File: src/rtl/aes_uart_ctrl_if.sv
// Handshake bundle between the AES/UART command sequencer and its UART and AES neighbours.
// The master modport is the sequencer's view; slave is the environment's view.
interface aes_uart_ctrl_if;
    logic         i_Rx_DV;
    logic [7:0]   i_Rx_Byte;
    logic         o_Tx_DV;
    logic [7:0]   o_Tx_Byte;
    logic         i_Tx_Active;
    logic         i_Tx_Done;
    logic [127:0] o_Key;
    logic [127:0] o_Plaintext;
    logic         o_Aes_Start;
    logic         i_Aes_Done;
    logic [127:0] i_Ciphertext;
    logic         o_Trigger;
    logic         o_Busy;
    logic         o_Timeout;

    modport master (
        input  i_Rx_DV, i_Rx_Byte, i_Tx_Active, i_Tx_Done, i_Aes_Done, i_Ciphertext,
        output o_Tx_DV, o_Tx_Byte, o_Key, o_Plaintext, o_Aes_Start, o_Trigger, o_Busy, o_Timeout
    );

    modport slave (
        output i_Rx_DV, i_Rx_Byte, i_Tx_Active, i_Tx_Done, i_Aes_Done, i_Ciphertext,
        input  o_Tx_DV, o_Tx_Byte, o_Key, o_Plaintext, o_Aes_Start, o_Trigger, o_Busy, o_Timeout
    );
endinterface

File: src/rtl/aes_uart_ctrl.sv
// Command sequencer: assembles key/plaintext blocks from UART bytes, runs one AES
// encryption with a scope trigger around it, and streams the ciphertext back out.
module aes_uart_ctrl #(
    parameter int         TIMEOUT_CLKS = 1000000,
    parameter logic [7:0] CMD_KEY      = 8'h4B,
    parameter logic [7:0] CMD_PT       = 8'h50
) (
    input logic            i_Clk,
    input logic            i_Rst,
    aes_uart_ctrl_if.master bus
);
    localparam int           TW       = (TIMEOUT_CLKS > 2) ? $clog2(TIMEOUT_CLKS) : 1;
    localparam logic [TW-1:0] TMO_LAST = TW'(TIMEOUT_CLKS - 2);

    typedef enum logic [2:0] {IDLE, RX_KEY, RX_PT, AES_RUN, TX_SEND, TX_WAIT} state_t;

    state_t        state, state_next;
    logic [3:0]    byte_cnt;
    logic [TW-1:0] tmo_cnt;
    logic [119:0]  rx_buf;
    logic [127:0]  rx_word;
    logic [127:0]  tx_shift;
    logic          rx_take, cnt_clear, key_load, pt_load, tmo_fire;
    logic          ct_capture, tx_fire, tx_advance;

    always_ff @(posedge i_Clk or posedge i_Rst) begin
        if (i_Rst) state <= IDLE;
        else       state <= state_next;
    end

    // The timeout fires on the edge where the idle counter would reach TIMEOUT_CLKS-1.
    always_comb begin
        state_next = state;
        rx_take    = 1'b0;
        cnt_clear  = 1'b0;
        key_load   = 1'b0;
        pt_load    = 1'b0;
        tmo_fire   = 1'b0;
        ct_capture = 1'b0;
        tx_fire    = 1'b0;
        tx_advance = 1'b0;
        rx_word    = {rx_buf, bus.i_Rx_Byte};
        case (state)
            IDLE: begin
                if (bus.i_Rx_DV) begin
                    if (bus.i_Rx_Byte == CMD_KEY) begin
                        state_next = RX_KEY;
                        cnt_clear  = 1'b1;
                    end else if (bus.i_Rx_Byte == CMD_PT) begin
                        state_next = RX_PT;
                        cnt_clear  = 1'b1;
                    end
                end
            end
            RX_KEY, RX_PT: begin
                if (bus.i_Rx_DV) begin
                    rx_take = 1'b1;
                    if (byte_cnt == 4'd15) begin
                        if (state == RX_KEY) begin
                            key_load   = 1'b1;
                            state_next = IDLE;
                        end else begin
                            pt_load    = 1'b1;
                            state_next = AES_RUN;
                        end
                    end
                end else if (tmo_cnt == TMO_LAST) begin
                    tmo_fire   = 1'b1;
                    state_next = IDLE;
                end
            end
            AES_RUN: begin
                // A done strobe coinciding with our own start pulse cannot be a real result.
                if (bus.i_Aes_Done && !bus.o_Aes_Start) begin
                    ct_capture = 1'b1;
                    cnt_clear  = 1'b1;
                    state_next = TX_SEND;
                end
            end
            TX_SEND: begin
                if (!bus.i_Tx_Active) begin
                    tx_fire    = 1'b1;
                    state_next = TX_WAIT;
                end
            end
            TX_WAIT: begin
                if (bus.i_Tx_Done) begin
                    tx_advance = 1'b1;
                    state_next = (byte_cnt == 4'd15) ? IDLE : TX_SEND;
                end
            end
            default: state_next = IDLE;
        endcase
    end

    always_ff @(posedge i_Clk or posedge i_Rst) begin
        if (i_Rst) begin
            byte_cnt        <= 4'd0;
            tmo_cnt         <= '0;
            rx_buf          <= '0;
            tx_shift        <= '0;
            bus.o_Tx_DV     <= 1'b0;
            bus.o_Tx_Byte   <= 8'h00;
            bus.o_Key       <= '0;
            bus.o_Plaintext <= '0;
            bus.o_Aes_Start <= 1'b0;
            bus.o_Trigger   <= 1'b0;
            bus.o_Busy      <= 1'b0;
            bus.o_Timeout   <= 1'b0;
        end else begin
            bus.o_Aes_Start <= pt_load;
            bus.o_Timeout   <= tmo_fire;
            bus.o_Tx_DV     <= tx_fire;
            bus.o_Busy      <= (state_next != IDLE);

            if (cnt_clear)                 byte_cnt <= 4'd0;
            else if (rx_take || tx_advance) byte_cnt <= byte_cnt + 4'd1;

            if ((state == RX_KEY || state == RX_PT) && !bus.i_Rx_DV) tmo_cnt <= tmo_cnt + TW'(1);
            else                                                     tmo_cnt <= '0;

            if (rx_take)  rx_buf          <= rx_word[119:0];
            if (key_load) bus.o_Key       <= rx_word;
            if (pt_load)  bus.o_Plaintext <= rx_word;

            if (pt_load)         bus.o_Trigger <= 1'b1;
            else if (ct_capture) bus.o_Trigger <= 1'b0;

            if (ct_capture)      tx_shift <= bus.i_Ciphertext;
            else if (tx_advance) tx_shift <= {tx_shift[119:0], 8'h00};

            if (tx_fire) bus.o_Tx_Byte <= tx_shift[127:120];
        end
    end
endmodule

File: src/flat_wrapper.sv
// flat-port wrapper written by rule: the top's interface ports become plain ports
module aes_uart_ctrl_flat 
#(
    parameter int         TIMEOUT_CLKS = 1000000,
    parameter logic [7:0] CMD_KEY      = 8'h4B,
    parameter logic [7:0] CMD_PT       = 8'h50
)
  (i_Clk, i_Rst, bus_i_Rx_DV, bus_i_Rx_Byte, bus_i_Tx_Active, bus_i_Tx_Done, bus_i_Aes_Done, bus_i_Ciphertext, bus_o_Tx_DV, bus_o_Tx_Byte, bus_o_Key, bus_o_Plaintext, bus_o_Aes_Start, bus_o_Trigger, bus_o_Busy, bus_o_Timeout);
  aes_uart_ctrl_if bus_i ();
  input logic i_Clk;
  input logic i_Rst;
  input wire logic [$bits(bus_i.i_Rx_DV)-1:0] bus_i_Rx_DV;
  input wire logic [$bits(bus_i.i_Rx_Byte)-1:0] bus_i_Rx_Byte;
  input wire logic [$bits(bus_i.i_Tx_Active)-1:0] bus_i_Tx_Active;
  input wire logic [$bits(bus_i.i_Tx_Done)-1:0] bus_i_Tx_Done;
  input wire logic [$bits(bus_i.i_Aes_Done)-1:0] bus_i_Aes_Done;
  input wire logic [$bits(bus_i.i_Ciphertext)-1:0] bus_i_Ciphertext;
  output wire logic [$bits(bus_i.o_Tx_DV)-1:0] bus_o_Tx_DV;
  output wire logic [$bits(bus_i.o_Tx_Byte)-1:0] bus_o_Tx_Byte;
  output wire logic [$bits(bus_i.o_Key)-1:0] bus_o_Key;
  output wire logic [$bits(bus_i.o_Plaintext)-1:0] bus_o_Plaintext;
  output wire logic [$bits(bus_i.o_Aes_Start)-1:0] bus_o_Aes_Start;
  output wire logic [$bits(bus_i.o_Trigger)-1:0] bus_o_Trigger;
  output wire logic [$bits(bus_i.o_Busy)-1:0] bus_o_Busy;
  output wire logic [$bits(bus_i.o_Timeout)-1:0] bus_o_Timeout;
  assign bus_i.i_Rx_DV = bus_i_Rx_DV;
  assign bus_i.i_Rx_Byte = bus_i_Rx_Byte;
  assign bus_i.i_Tx_Active = bus_i_Tx_Active;
  assign bus_i.i_Tx_Done = bus_i_Tx_Done;
  assign bus_i.i_Aes_Done = bus_i_Aes_Done;
  assign bus_i.i_Ciphertext = bus_i_Ciphertext;
  assign bus_o_Tx_DV = bus_i.o_Tx_DV;
  assign bus_o_Tx_Byte = bus_i.o_Tx_Byte;
  assign bus_o_Key = bus_i.o_Key;
  assign bus_o_Plaintext = bus_i.o_Plaintext;
  assign bus_o_Aes_Start = bus_i.o_Aes_Start;
  assign bus_o_Trigger = bus_i.o_Trigger;
  assign bus_o_Busy = bus_i.o_Busy;
  assign bus_o_Timeout = bus_i.o_Timeout;
  aes_uart_ctrl #(.TIMEOUT_CLKS(TIMEOUT_CLKS), .CMD_KEY(CMD_KEY), .CMD_PT(CMD_PT)) u_core (.i_Clk(i_Clk), .i_Rst(i_Rst), .bus(bus_i));
endmodule
File: config.mk
export PLATFORM = sky130hd
export DESIGN_NAME = aes_uart_ctrl_flat
export DESIGN_NICKNAME = d
export VERILOG_FILES = /design/src/rtl/aes_uart_ctrl_if.sv /design/src/rtl/aes_uart_ctrl.sv /design/src/flat_wrapper.sv
export SDC_FILE = /design/constraint.sdc
export NUM_CORES = 1
export LEC_CHECK = 0
export BUFFER_PORTS_ARGS = -buffer_cell sky130_fd_sc_hd__buf_2
export CORE_MARGIN = 1
export CORE_UTILIZATION = 50
export DETAILED_ROUTE_END_ITERATION = 10
export PLACE_DENSITY_LB_ADDON = 0.05
export SLEW_MARGIN = 20
export SYNTH_ARGS = -nofsm -noshare
export SYNTH_HDL_FRONTEND = slang
export SYNTH_SLANG_ARGS = --single-unit
File: constraint.sdc
create_clock -name i_Clk -period 18.1 [get_ports i_Clk]
set_clock_uncertainty 0.1 [all_clocks]
set_input_delay 1.81 -clock i_Clk [delete_from_list [all_inputs] [get_ports i_Clk]]
set_output_delay 1.81 -clock i_Clk [all_outputs]
set_load 0.01 [all_outputs]
After elaboration in Yosys (flattened, before gate mapping)
Cells that the tools add are included.

storage, ports and cells
  flip-flop bits (word level) = 544
  input bits = 142
  output and inout port bits = 269
  logic and storage cells = 78

cells by class
  add/sub/neg operators = 2
  equal/unequal tests = 9
  muxes and demuxes = 42
  reductions and logical operators = 12

operators with widths
  cell                                                             count
  128-bit two-way mux                                              2
  3-bit two-way mux                                                10
  1-bit two-way mux                                                24
  20-bit by 1-bit adder with 20-bit output, second input constant  1
  20-bit == test, second input constant                            1
  20-bit two-way mux                                               1
  8-bit by 7-bit == test with 1-bit output, second input constant  2
  3-bit one-hot mux with 5 select lines                            1
  4-bit two-way mux                                                2
  3-bit by 2-bit == test with 1-bit output, second input constant  2
  3-bit == test, second input constant                             2
  2-bit nonzero test                                               3
  4-bit by 1-bit adder with 4-bit output, second input constant    1
  4-bit == test, second input constant                             1
  3-bit by 1-bit == test with 1-bit output, second input constant  1
  3-bit logical NOT                                                1
  3-bit nonzero test                                               1
  1-bit logical AND                                                2
  1-bit logical NOT                                                2
  1-bit logical OR                                                 2
  2-bit two-way mux                                                1
  1-bit one-hot mux with 2 select lines                            1
  2-bit OR reduction                                               1

Longest topological paths before layout
Gate-level depths: netlist of run 1.

  depth in word-level cells = 6
  mapped depth = 9
  gate-level depth less buffers = 7

Worst setup path before layout of run 1
Ideal clock, no wire load.

  path kind = in2reg
  start = input port bus_i_Rx_DV
  end = register u_core.bus.o_Key[100]
  arrival = 2.988 ns
  required time = 17.875 ns
  setup slack = 14.888 ns
  stages on the path = 5
  buffers on the path = 2
  cells stage by stage = nand4_2 > or4b_4 > buf_6 > clkbuf_8 > mux2_2

on the way
  longest elaborated chain between the ends = 2

ends and longest elaborated chain
  item                    line                    text
  start: declaration      flat_wrapper.sv:12      input wire logic [$bits(bus_i.i_Rx_DV)-1:0] bus_i_Rx_DV;
  1-bit two-way mux       aes_uart_ctrl.sv:56     if (bus.i_Rx_DV) begin
  1-bit two-way mux       aes_uart_ctrl.sv:43     case (state)
  end signal: assignment  aes_uart_ctrl.sv:123    if (key_load) bus.o_Key <= rx_word;
  end: declaration        aes_uart_ctrl_if.sv:21  output o_Tx_DV, o_Tx_Byte, o_Key, o_Plaintext, o_Aes_Start, o_Trigger, o_Busy, o_Timeout

Every way passes these cells.
A chain may end at the register's enable or synchronous reset.

==> impl_metrics.yaml, run 1 <==
yosys:
  synth_most_common_cell: "dfrtp_1"
  synth_cells: 1818
  synth_warnings: 0
  yosys.cell_types.count: 46
  synth_top_area_cell: "dfrtp_1"
  ys.flop_type: "dfrtp_1"
  synth_top_cell_area_share_pct: 62.2
  syn_area_mm2: 0.0219
  ys_ff_latch: 544
  yosys-top-cells-count: "544 x dfrtp_1, 520 x nand2_1, 242 x mux2_2"
  synthArstFlopShare_pct: 100
  ys_seq_area_share_pct: 62.2
  synthTopCellsByArea: "dfrtp_1 62%, mux2_2 12%, nand2_1 8.9%"
  syn-num-nets: 1963
  avgSynthCellArea_um2: 12.0
  synth_edf_count: 0
cts:
  path_clk_slew_ns: 0.06
  cts_resized: 0
  hold_buffers: 0
  clock_latency_ns: 0.61
  cts_tree: "done"
  cts.sinks: 544
  clockBufferDepth: 3
  clockRootBuffer: "clkbuf_16"
  htree_num_levels: 2
  numCtsBuffers: 57
  cts_setup_buffers: 0
global_route:
  grt_max_degree: 181
  grt_overflow: 0
  grt_pass1_wl_um: 82500
  grt_usage_pct: 23.9
  grt_pass1_vias: 14515
  antenna_found_initial: 7
power:
  vdd_drop_max_mv: 0.0755
  fin_total_pwr_w: 0.00269
  leakage_nw: 13.8
  power.density_mw_per_mm2: 104
finish:
  layout.nets: 2341
  drive_gt1_share_pct: 34.2
  area.growth.synth_to_final_pct: 18.5
  n_fill_cell: 3720
  utilization_pct: 60.1
  final_area_mm2: 0.0259
min_path:
  min-delay-start: "u_core.bus.o_Plaintext[10]"
  min_to: "u_core.bus.o_Plaintext[10]"
  hp-class: "reg -> reg"
  hold-path-cell-count: 2
timing:
  finalHoldViolCount: 0
  fin_setup_tns_ns: 0
  final.period_utilization_pct: 28.0
  slew_viol_final: 0
  maxSlewHeadroom_pct: 29.5
  rsz0062_at_grt: "false"
  setup_viol: 0
  period_needed_ns: 5.06
  fmax_mhz: 198
  setup_ws_ns: 13.04
  tightest_slew_ns: 1.06
outcome:
  status: "finished clean"
critical_path:
  crit_chain: "buf_2 -> inv_8 -> buf_6 -> buf_12 -> buf_16 -> buf_4 -> buf_4"
  cp-start-kind: "input pin"
  r2r_cells: 6
  cp-end-kind: "async pin"
  critical_path_class: "in -> async"
  r2r-start: "u_core.state[0]"
  cp_slowest_cell: "buf_4"
  r2r-end: "u_core.tx_shift[105]"
  crit_arrival_ns: 5.62
  slowest_delay_ns: 0.73
  ff2ff_setup_slack_ns: 14.44
  cp_common_cell: "buf_4"
  critPathBufInv: 7
  worstPathRequired_ns: 18.66
  cpLargestDelayFamily: "buffers and inverters"
  worstPathMaxFanout: 117
route:
  vias: 14385
  ant_nets: 0
  firstDrtPassIters: 5
  drt_first_iter_violations: 879
  avgViaCountPerCell: 5.10
  drc: 0
  routed_wirelength_um: 52000
  wl_per_cell_um: 18.4
die:
  dieArea_mm2: 0.0446
  core-area_mm2: 0.0432
  die_y_um: 211
  io_pins: 411
  initial_utilization_pct: 50.7
  rows: 76
  die_x_um: 211
flow_run:
  max_cap_violations: 0
place:
  gp_congestion: 0.779
  dpl.hpwl_um: 34400
  port_buffers: 410
  place_area_mm2: 0.0241
  place_ws_ns: 12.00
worst max path at each step:
stage / from / end / slack, ns / depth (start not counted)
6_report: i_Rst / u_core.bus.o_Plaintext[118] / 13.04 / 7
3_5_place_dp: i_Rst / u_core.bus.o_Key[106] / 12.00 / 6
3_3_place_gp: i_Rst / u_core.bus.o_Key[106] / 12.02 / 6
2_1_floorplan: i_Rst / u_core.bus.o_Aes_Start / 0.98 / 1
4_1_cts: i_Rst / u_core.bus.o_Key[80] / 12.65 / 6
5_1_grt: i_Rst / u_core.bus.o_Plaintext[105] / 12.38 / 7
power breakdown:
group / internal (W) / total [W] / switching [W]
registers: 0.00128 / 0.00136 / 0.0000763
logic: 0.000104 / 0.000216 / 0.000112
clock network: 0.000655 / 0.00112 / 0.000466
total: 0.00204 / 0.00269 / 0.000655
tightest hold or removal path: stages (launching register included):
cell     delay, ns
dfrtp_1       0.33
nand2_1       0.05
nand2_1       0.05
layout by cell type, fill, tap and decap left out, types with 2 or more instances in the layout:
cell type,netlist,routed
buf_2,29,410
o211ai_1,2,2
clkbuf_1,27,13
nand3b_1,2,2
clkbuf_16,0,57
inv_6,0,3
o21ai_0,125,125
or3_1,4,4
or4b_4,1,2
and3b_1,2,2
nand2b_1,3,3
mux2_2,242,242
a21oi_1,16,16
mux2i_1,122,122
nor4_1,5,5
and2_4,1,2
clkbuf_8,8,16
nor2_1,40,40
diode_2,0,2
nor3_1,4,4
mux2_1,14,14
ha_1,3,3
buf_4,24,11
clkinv_2,0,8
nor4_2,2,2
nor4b_1,2,2
xnor2_1,10,10
dfrtp_1,544,544
nand2_1,520,520
nand4_1,3,3
and4_1,2,2
nor2b_1,2,2
nand3_1,14,14
inv_1,8,7
xor2_1,6,6
cell families after synthesis:
group / count (synthesis) / share of synthesized area (%)
buf+inv: 114 / 3.41
simple gates: 615 / 11.4
mux: 378 / 18.7
fa+ha+maj: 3 / 0.171
compound gates: 148 / 3.49
flops: 544 / 62.2
xor+xnor: 16 / 0.640
stage by stage:
step	hold WS, ns	std cells
after floorplan	0.344	1818
after global placement	0.352	2721
after global routing	0.392	2821
after detailed placement	0.356	2721
after CTS	0.371	2819
final	0.368	2822
final cells by class:
| cell class | instances | area [um^2] | area share, % |
|---|---|---|---|
| Tap cell | 585 | 732 | 2.82 |
| Inverter | 9 | 43.8 | 0.169 |
| Clock inverter | 12 | 96.3 | 0.371 |
| Antenna cell | 2 | 5.00 | 0.0193 |
| Multi-Input combinational cell | 1160 | 7550 | 29.1 |
| Sequential cell | 544 | 13600 | 52.5 |
| Clock buffer | 86 | 1700 | 6.54 |
| Timing Repair Buffer | 424 | 2190 | 8.46 |
state kept, by name (all words and copies together), names as in the netlist:
| signal | flops |
|---|---|
| u_core.bus.o_Trigger | 1 |
| u_core.bus.o_Plaintext | 128 |
| u_core.bus.o_Tx_DV | 1 |
| u_core.bus.o_Timeout | 1 |
| u_core.bus.o_Key | 128 |
| u_core.rx_buf | 120 |
| u_core.bus.o_Tx_Byte | 8 |
| u_core.tmo_cnt | 20 |
| u_core.byte_cnt | 4 |
| u_core.state | 3 |
| u_core.tx_shift | 128 |
| u_core.bus.o_Busy | 1 |
| u_core.bus.o_Aes_Start | 1 |
routing by layer:
layer	global-route usage [%]	wire length [um]
met5	0	59
met4	6.22	1110
met3	7.51	3840
met2	38.0	24700
met1	31.6	22300
Note: power is estimated with default switching activity, not from simulation.
==> run 2, diff against run 1 <==
--- a/config.mk
+++ b/config.mk
@@ -5,6 +5,7 @@
 export SDC_FILE = /design/constraint.sdc
 export NUM_CORES = 1
 export LEC_CHECK = 0
+export ABC_AREA = 1
 export BUFFER_PORTS_ARGS = -buffer_cell sky130_fd_sc_hd__buf_2
 export CORE_MARGIN = 1
 export CORE_UTILIZATION = 50
==> constraint.sdc (replaced) <==
create_clock -name i_Clk -period 4.2 [get_ports i_Clk]
set_clock_uncertainty 0.1 [all_clocks]
set_input_delay 0.42 -clock i_Clk [delete_from_list [all_inputs] [get_ports i_Clk]]
set_output_delay 0.42 -clock i_Clk [all_outputs]
set_load 0.01 [all_outputs]
==> run 2 against run 1 <==
  * Hold slack got worse by 0.32 ns
  * Sequential share of layout area decreased by 2.3 points
  * Via count increased by 21%
  * Combinational power increased to 16 times the previous value
  * Count of clock-buffer cells in the layout fell by 2
  * Non-clock buffer count grew 148
  * Synthesized area fell by 1.3%
  * Sequential cell count is the same
  * Critical path depth is the same
  * Wire length grew 8.3%
  * Clock power grew to 4.2 times the previous value
  * First-iteration DRC count grew 69%
  * Critical endpoint is now u_core.bus.o_Plaintext[107]
  * Highest routed layer is now met4
==> impl_metrics.yaml, run 2 <==
power:
  power_frac_comb_pct: 22.3
  leakage_nw: 13.6
  vdd_drop_max_mv: 0.380
  fin_total_pwr_w: 0.0151
  seqPwrFrac_pct: 46.3
  swShare_pct: 31.6
  clockPowerShare_pct: 31.4
  p_int_w: 0.0103
  switching_power_w: 0.00478
  power.density_mw_per_mm2: 557
critical_path:
  cp.depth: 7
  cpLargestDelayFamily: "simple AND/OR/NAND/NOR gates"
  worstPathRequired_ns: 4.56
  r2r_cells: 7
  critPathBufInv: 1
  worstPathMaxFanout: 73
  ff2ff_setup_slack_ns: 1.57
  r2r-end: "u_core.bus.o_Plaintext[107]"
  cp_slowest_cell: "nand3_4"
  critical_path_class: "reg -> reg"
  crit_end: "u_core.bus.o_Plaintext[107]"
  slowest_delay_ns: 0.68
  crit_chain: "ha_1 -> nand3_1 -> nor2_1 -> nand3_4 -> buf_4 -> nand2_1 -> o21ai_0"
  crit_arrival_ns: 2.99
  cp-startpoint: "u_core.byte_cnt[0]"
  r2r-start: "u_core.byte_cnt[0]"
  cp-start-kind: "flop"
  cp-end-kind: "flop"
die:
  rows: 75
  initial_utilization_pct: 51.1
  die_x_um: 210
  die_y_um: 210
  core-area_mm2: 0.0423
  io_pins: 411
  dieArea_mm2: 0.0441
cts:
  cts_resized: 0
  path_clk_slew_ns: 0.06
  cts_setup_buffers: 0
  clockBufferDepth: 3
  hold_buffers: 136
  numCtsBuffers: 54
  cts_tree: "done"
  clock_latency_ns: 0.60
  clockRootBuffer: "clkbuf_16"
  cts.sinks: 544
  htree_num_levels: 2
yosys:
  syn_area_mm2: 0.0216
  muxShareOfSynthArea_pct: 0
  synth_top_cell_area_share_pct: 63.0
  synthSimpleGateAreaFrac_pct: 10.1
  yosys.area_share.xor_xnor_pct: 0.162
  synth_most_common_cell: "dfrtp_1"
  ys_ff_latch: 544
  synthArstFlopShare_pct: 100
  yosys-top-cells-count: "544 x dfrtp_1, 496 x o21ai_0, 456 x nand2_1"
  synthAdderAreaFrac_pct: 0.174
  avgSynthCellArea_um2: 9.37
  synth_top_area_cell: "dfrtp_1"
  ys.flop_type: "dfrtp_1"
  synth_top_family_by_area: "compound AO/OA/AOI/OAI gates"
  synth_compound_area_share_pct: 18.0
  syn-num-nets: 2453
  synth_cells: 2308
  yosys.cell_types.count: 32
  synthTopCellsByArea: "dfrtp_1 63%, o21ai_0 11%, nand2_1 7.9%"
  synth_warnings: 0
  synth_edf_count: 0
  ys_seq_area_share_pct: 63.0
finish:
  fin_cells: 3419
  layout.nets: 2943
  utilization_pct: 64.1
  final_cell_mix: "544 x dfrtp_1, 496 x o21ai_0, 455 x nand2_1"
  drive_gt1_share_pct: 18.8
  n_fill_cell: 3624
  area.growth.synth_to_final_pct: 25.6
  reg_top3: "u_core.bus.o_Key: 128 flops, u_core.bus.o_Plaintext: 128 flops, u_core.tx_shift: 128 flops"
  final_common_cell: "dfrtp_1"
timing:
  finalHoldViolCount: 0
  rsz0062_at_grt: "false"
  period_needed_ns: 2.63
  final.period_utilization_pct: 62.6
  setup_ws_ns: 1.57
  maxSlewHeadroom_pct: 29.8
  setup_viol: 0
  fmax_mhz: 380
  slew_viol_final: 0
  tightest_slew_ns: 1.05
outcome:
  status: "finished clean"
global_route:
  grt_pass1_vias: 17359
  grt_max_degree: 248
  grt_pass1_wl_um: 91100
  antenna_found_initial: 3
  grt_usage_pct: 25.9
  grt_overflow: 0
route:
  firstDrtPassIters: 5
  vias: 17410
  drt_first_iter_violations: 1482
  avgViaCountPerCell: 5.09
  wl_per_cell_um: 16.5
  routed_wirelength_um: 56300
  ant_nets: 0
  drc: 0
place:
  place_ws_ns: 1.57
  dp_cells: 3183
  gp_congestion: 0.814
  dpl.hpwl_um: 37300
  port_buffers: 410
min_path:
  hp-class: "in -> reg"
flow_run:
  max_cap_violations: 0
-- run 2: cell types whose count changed in the layout (fill, tap and decap cells not counted), sizes merged, moves of 12 or more --
cell and delta:
o21ai +633, inv +284, mux2 -256, dlygate4sd3 +136, mux2i -122, nand2 -62, buf +12
-- run 2: layout make-up --
type,count,area (um^2),area share (%)
Sequential cell,544,13600,50.1
Clock inverter,13,119,0.438
Tap cell,577,722,2.66
Inverter,296,1120,4.12
Antenna cell,3,7.51,0.0277
Clock buffer,84,1630,5.99
Timing Repair Buffer,572,3760,13.9
Multi-Input combinational cell,1330,6180,22.8
-- run 2: through the flow --
step | instance area [um^2] | hold slack, ns | TNS, ns
after floorplan | 21600 | 0.353 | -2023.64
after CTS | 27100 | 0.0110 | 0
final | 27100 | 0.0522 | 0
after global routing | 27100 | 0.0252 | 0
after detailed placement | 24000 | 0.368 | 0
after global placement | 24000 | 0.362 | 0
-- run 2: worst min-delay path by stage --
stage,from,to,cells after the start,slack (ns)
detailed placement,u_core.bus.o_Key[22],u_core.bus.o_Key[22],2,0.37
finish,bus_i_Rx_Byte[4],u_core.rx_buf[4],3,0.05
global placement,u_core.bus.o_Key[93],u_core.bus.o_Key[93],2,0.36
CTS,bus_i_Rx_Byte[4],u_core.rx_buf[4],3,0.01
floorplan,u_core.rx_buf[92],u_core.rx_buf[100],2,0.35
global route,bus_i_Rx_Byte[4],u_core.rx_buf[4],3,0.03
-- run 2: cells by family (layout without fill, tap and decap cells) --
kind of cell / count (synthesis) / in the layout
adders and majority gates: 3 / 3
other: 0 / 3
xor gates and xnor gates: 4 / 4
buffers and inverters: 434 / 965
AOI/OAI and AO/OA: 774 / 774
DFF: 544 / 544
and+or+nand+nor: 549 / 549
-- run 2: power by group through the flow --
stage / clock (W) / combinational, W / sequential [W]
finish: 0.00475 / 0.00337 / 0.00699
global route: 0.00508 / 0.00391 / 0.00712
global placement: 0 / 0.00317 / 0.00705
floorplan: 0 / 0.00235 / 0.00702
CTS: 0.00488 / 0.00339 / 0.00699
detailed placement: 0 / 0.00325 / 0.00708
-- run 2: per-layer routing --
layer | GRT usage (%) | share of wire [%] | vias up
met5 | 0 | 0 | -
met4 | 8.10 | 2.8 | 0
met3 | 6.03 | 6.2 | 90
met2 | 42.0 | 48 | 459
met1 | 34.7 | 43 | 8412
li1 | - | - | 8449
-- run 2: worst reg2reg max path, stage by stage (launching register included) --
cell and delay (ns):
dfrtp_1 0.39, ha_1 0.22, nand3_1 0.10, nor2_1 0.23, nand3_4 0.68, buf_4 0.58, nand2_1 0.11, o21ai_0 0.09
==> run 3, diff against run 2 <==
--- a/config.mk
+++ b/config.mk
@@ -8,7 +8,7 @@
 export ABC_AREA = 1
 export BUFFER_PORTS_ARGS = -buffer_cell sky130_fd_sc_hd__buf_2
 export CORE_MARGIN = 1
-export CORE_UTILIZATION = 50
+export CORE_UTILIZATION = 55
 export DETAILED_ROUTE_END_ITERATION = 10
 export PLACE_DENSITY_LB_ADDON = 0.05
 export SLEW_MARGIN = 20
==> constraint.sdc (replaced) <==
create_clock -name i_Clk -period 2.5 [get_ports i_Clk]
set_clock_uncertainty 0.1 [all_clocks]
set_input_delay 0.25 -clock i_Clk [delete_from_list [all_inputs] [get_ports i_Clk]]
set_output_delay 0.25 -clock i_Clk [all_outputs]
set_load 0.01 [all_outputs]
==> run 3 against run 2 <==
  * Via count grew 3.3%
  * Design area is 0.83% higher
  * Critical path depth stayed put
  * Highest routed layer unchanged
  * Sequential power grew 69%
  * Hold slack got worse by 0.012 ns
  * Global-route usage is 2.9 points higher
  * Core utilization increased by 6.5 points
  * Clock power up 70%
  * Largest power group unchanged
  * Sequential cell count unchanged
  * Worst setup slack got worse by 1.2 ns
==> impl_metrics.yaml, run 3 (same netlist as run 2, synthesis figures left out) <==
cts:
  path_clk_slew_ns: 0.06
  cts_resized: 0
  cts_setup_buffers: 0
  cts_tree: "done"
  clockRootBuffer: "clkbuf_16"
  clockBufferDepth: 3
  clock_latency_ns: 0.60
  hold_buffers: 141
  numCtsBuffers: 54
  htree_num_levels: 2
  cts.sinks: 544
global_route:
  antenna_found_initial: 5
  grt_overflow: 0
  grt_usage_pct: 28.8
  grt_pass1_vias: 17495
  grt_max_degree: 187
  grt_pass1_wl_um: 92500
outcome:
  status: "finished clean"
critical_path:
  worstPathMaxFanout: 111
  crit_chain: "nand2_1 -> nor2_2 -> nand2_8 -> buf_12 -> o21ai_0 -> o21ai_1 -> o21ai_0"
  cpLargestDelayFamily: "compound AO/OA/AOI/OAI gates"
  slowest_delay_ns: 0.45
  cp-start-kind: "flop"
  critical_path_class: "reg -> reg"
  critPathBufInv: 1
  cp-end-kind: "flop"
  cp_slowest_cell: "dfrtp_1"
  cp_common_cell: "o21ai_0"
  crit_arrival_ns: 2.52
  worstPathRequired_ns: 2.85
route:
  wl_per_cell_um: 17.0
  drt_first_iter_violations: 1274
  firstDrtPassIters: 7
  routed_wirelength_um: 57700
  drc: 0
  ant_nets: 0
  avgViaCountPerCell: 5.32
  vias: 17981
finish:
  n_fill_cell: 3002
  multiInputGateArea_mm2: 0.00618
  final_cell_mix: "544 x dfrtp_1, 496 x o21ai_0, 455 x nand2_1"
  regArea_mm2: 0.0136
  final_common_cell: "dfrtp_1"
  layout.nets: 2959
  utilization_pct: 70.7
  drive_gt1_share_pct: 19.2
  area.growth.synth_to_final_pct: 26.6
  reg_top3: "u_core.bus.o_Key: 128 flops, u_core.bus.o_Plaintext: 128 flops, u_core.tx_shift: 128 flops"
die:
  rows: 72
  initial_utilization_pct: 55.8
  die_x_um: 200
  die_y_um: 200
  core-area_mm2: 0.0387
  io_pins: 411
  dieArea_mm2: 0.0401
timing:
  finalHoldViolCount: 0
  fmax_mhz: 460
  setup_viol: 0
  tightest_slew_ns: 0.932
  period_needed_ns: 2.17
  slew_viol_final: 0
  setup_ws_ns: 0.327
  rsz0062_at_grt: "false"
  maxSlewHeadroom_pct: 37.8
  final.period_utilization_pct: 86.9
place:
  place_ws_ns: 0.490
  port_buffers: 410
  gp_congestion: 0.836
  dpl.hpwl_um: 37300
power:
  vdd_drop_max_mv: 0.598
  power.density_mw_per_mm2: 942
  leakage_nw: 13.7
flow_run:
  max_cap_violations: 0
min_path:
  hp-class: "in -> reg"
==> run 3: path summary, 6_finish.rpt <==
kind                                   from                          to  slack, ns  cells past startpoint
max in group asynchronous             i_Rst  u_core.bus.o_Plaintext[56]       1.19                      5
setup reg to reg            u_core.state[0]         u_core.tx_shift[28]       0.33                      7
setup / recovery            u_core.state[0]         u_core.tx_shift[28]       0.33                      7
hold reg to reg            u_core.rx_buf[5]           u_core.rx_buf[13]       0.38                      2
hold / removal                  bus_i_Rx_DV           u_core.tmo_cnt[4]       0.04                      4
min in group asynchronous             i_Rst           u_core.rx_buf[20]       0.16                      3
==> run 3: routing by layer <==
metal,wire [um],GRT usage [%],up-vias
met5,0,0,-
met4,1650,9.71,0
met3,3470,5.56,102
met2,27800,46.6,619
met1,24700,39.3,8759
li1,-,-,8501
==> run 3: through the flow <==
step	cells	instance area (um^2)	power [W]	hold WS (ns)	setup TNS [ns]
2_1_floorplan	2308	21600	0.0157	0.228	-2855.96
3_3_place_gp	3135	24200	0.0173	0.234	0
3_5_place_dp	3135	24200	0.0175	0.236	0
4_1_cts	3377	27400	0.0258	0.0109	0
5_1_grt	3382	27400	0.0274	0.0485	0
6_report	3382	27400	0.0258	0.0406	0
==> run 3: cell type report <==
cell class,instances,area share [%]
multi-input cells,1330,22.6
repair buffers,588,14.7
well taps,518,2.37
diodes,5,0.0457
flip-flops and latches,544,49.7
clock inverters,18,0.626
inverters,296,4.09
clock buffers,83,5.89
==> run 3: worst reg2reg max path, stage by stage, from the launching register on <==
cell and delay [ns]:
dfrtp_1 0.45, nand2_1 0.19, nor2_2 0.10, nand2_8 0.19, buf_12 0.37, o21ai_0 0.28, o21ai_1 0.19, o21ai_0 0.18
==> run 3: power by group <==
part	leakage [nW]	switching, W	internal (W)	total [W]
sequential	7.22	0.000907	0.0109	0.0118
combinational	5.60	0.00400	0.00193	0.00593
clock	0.878	0.00341	0.00465	0.00806
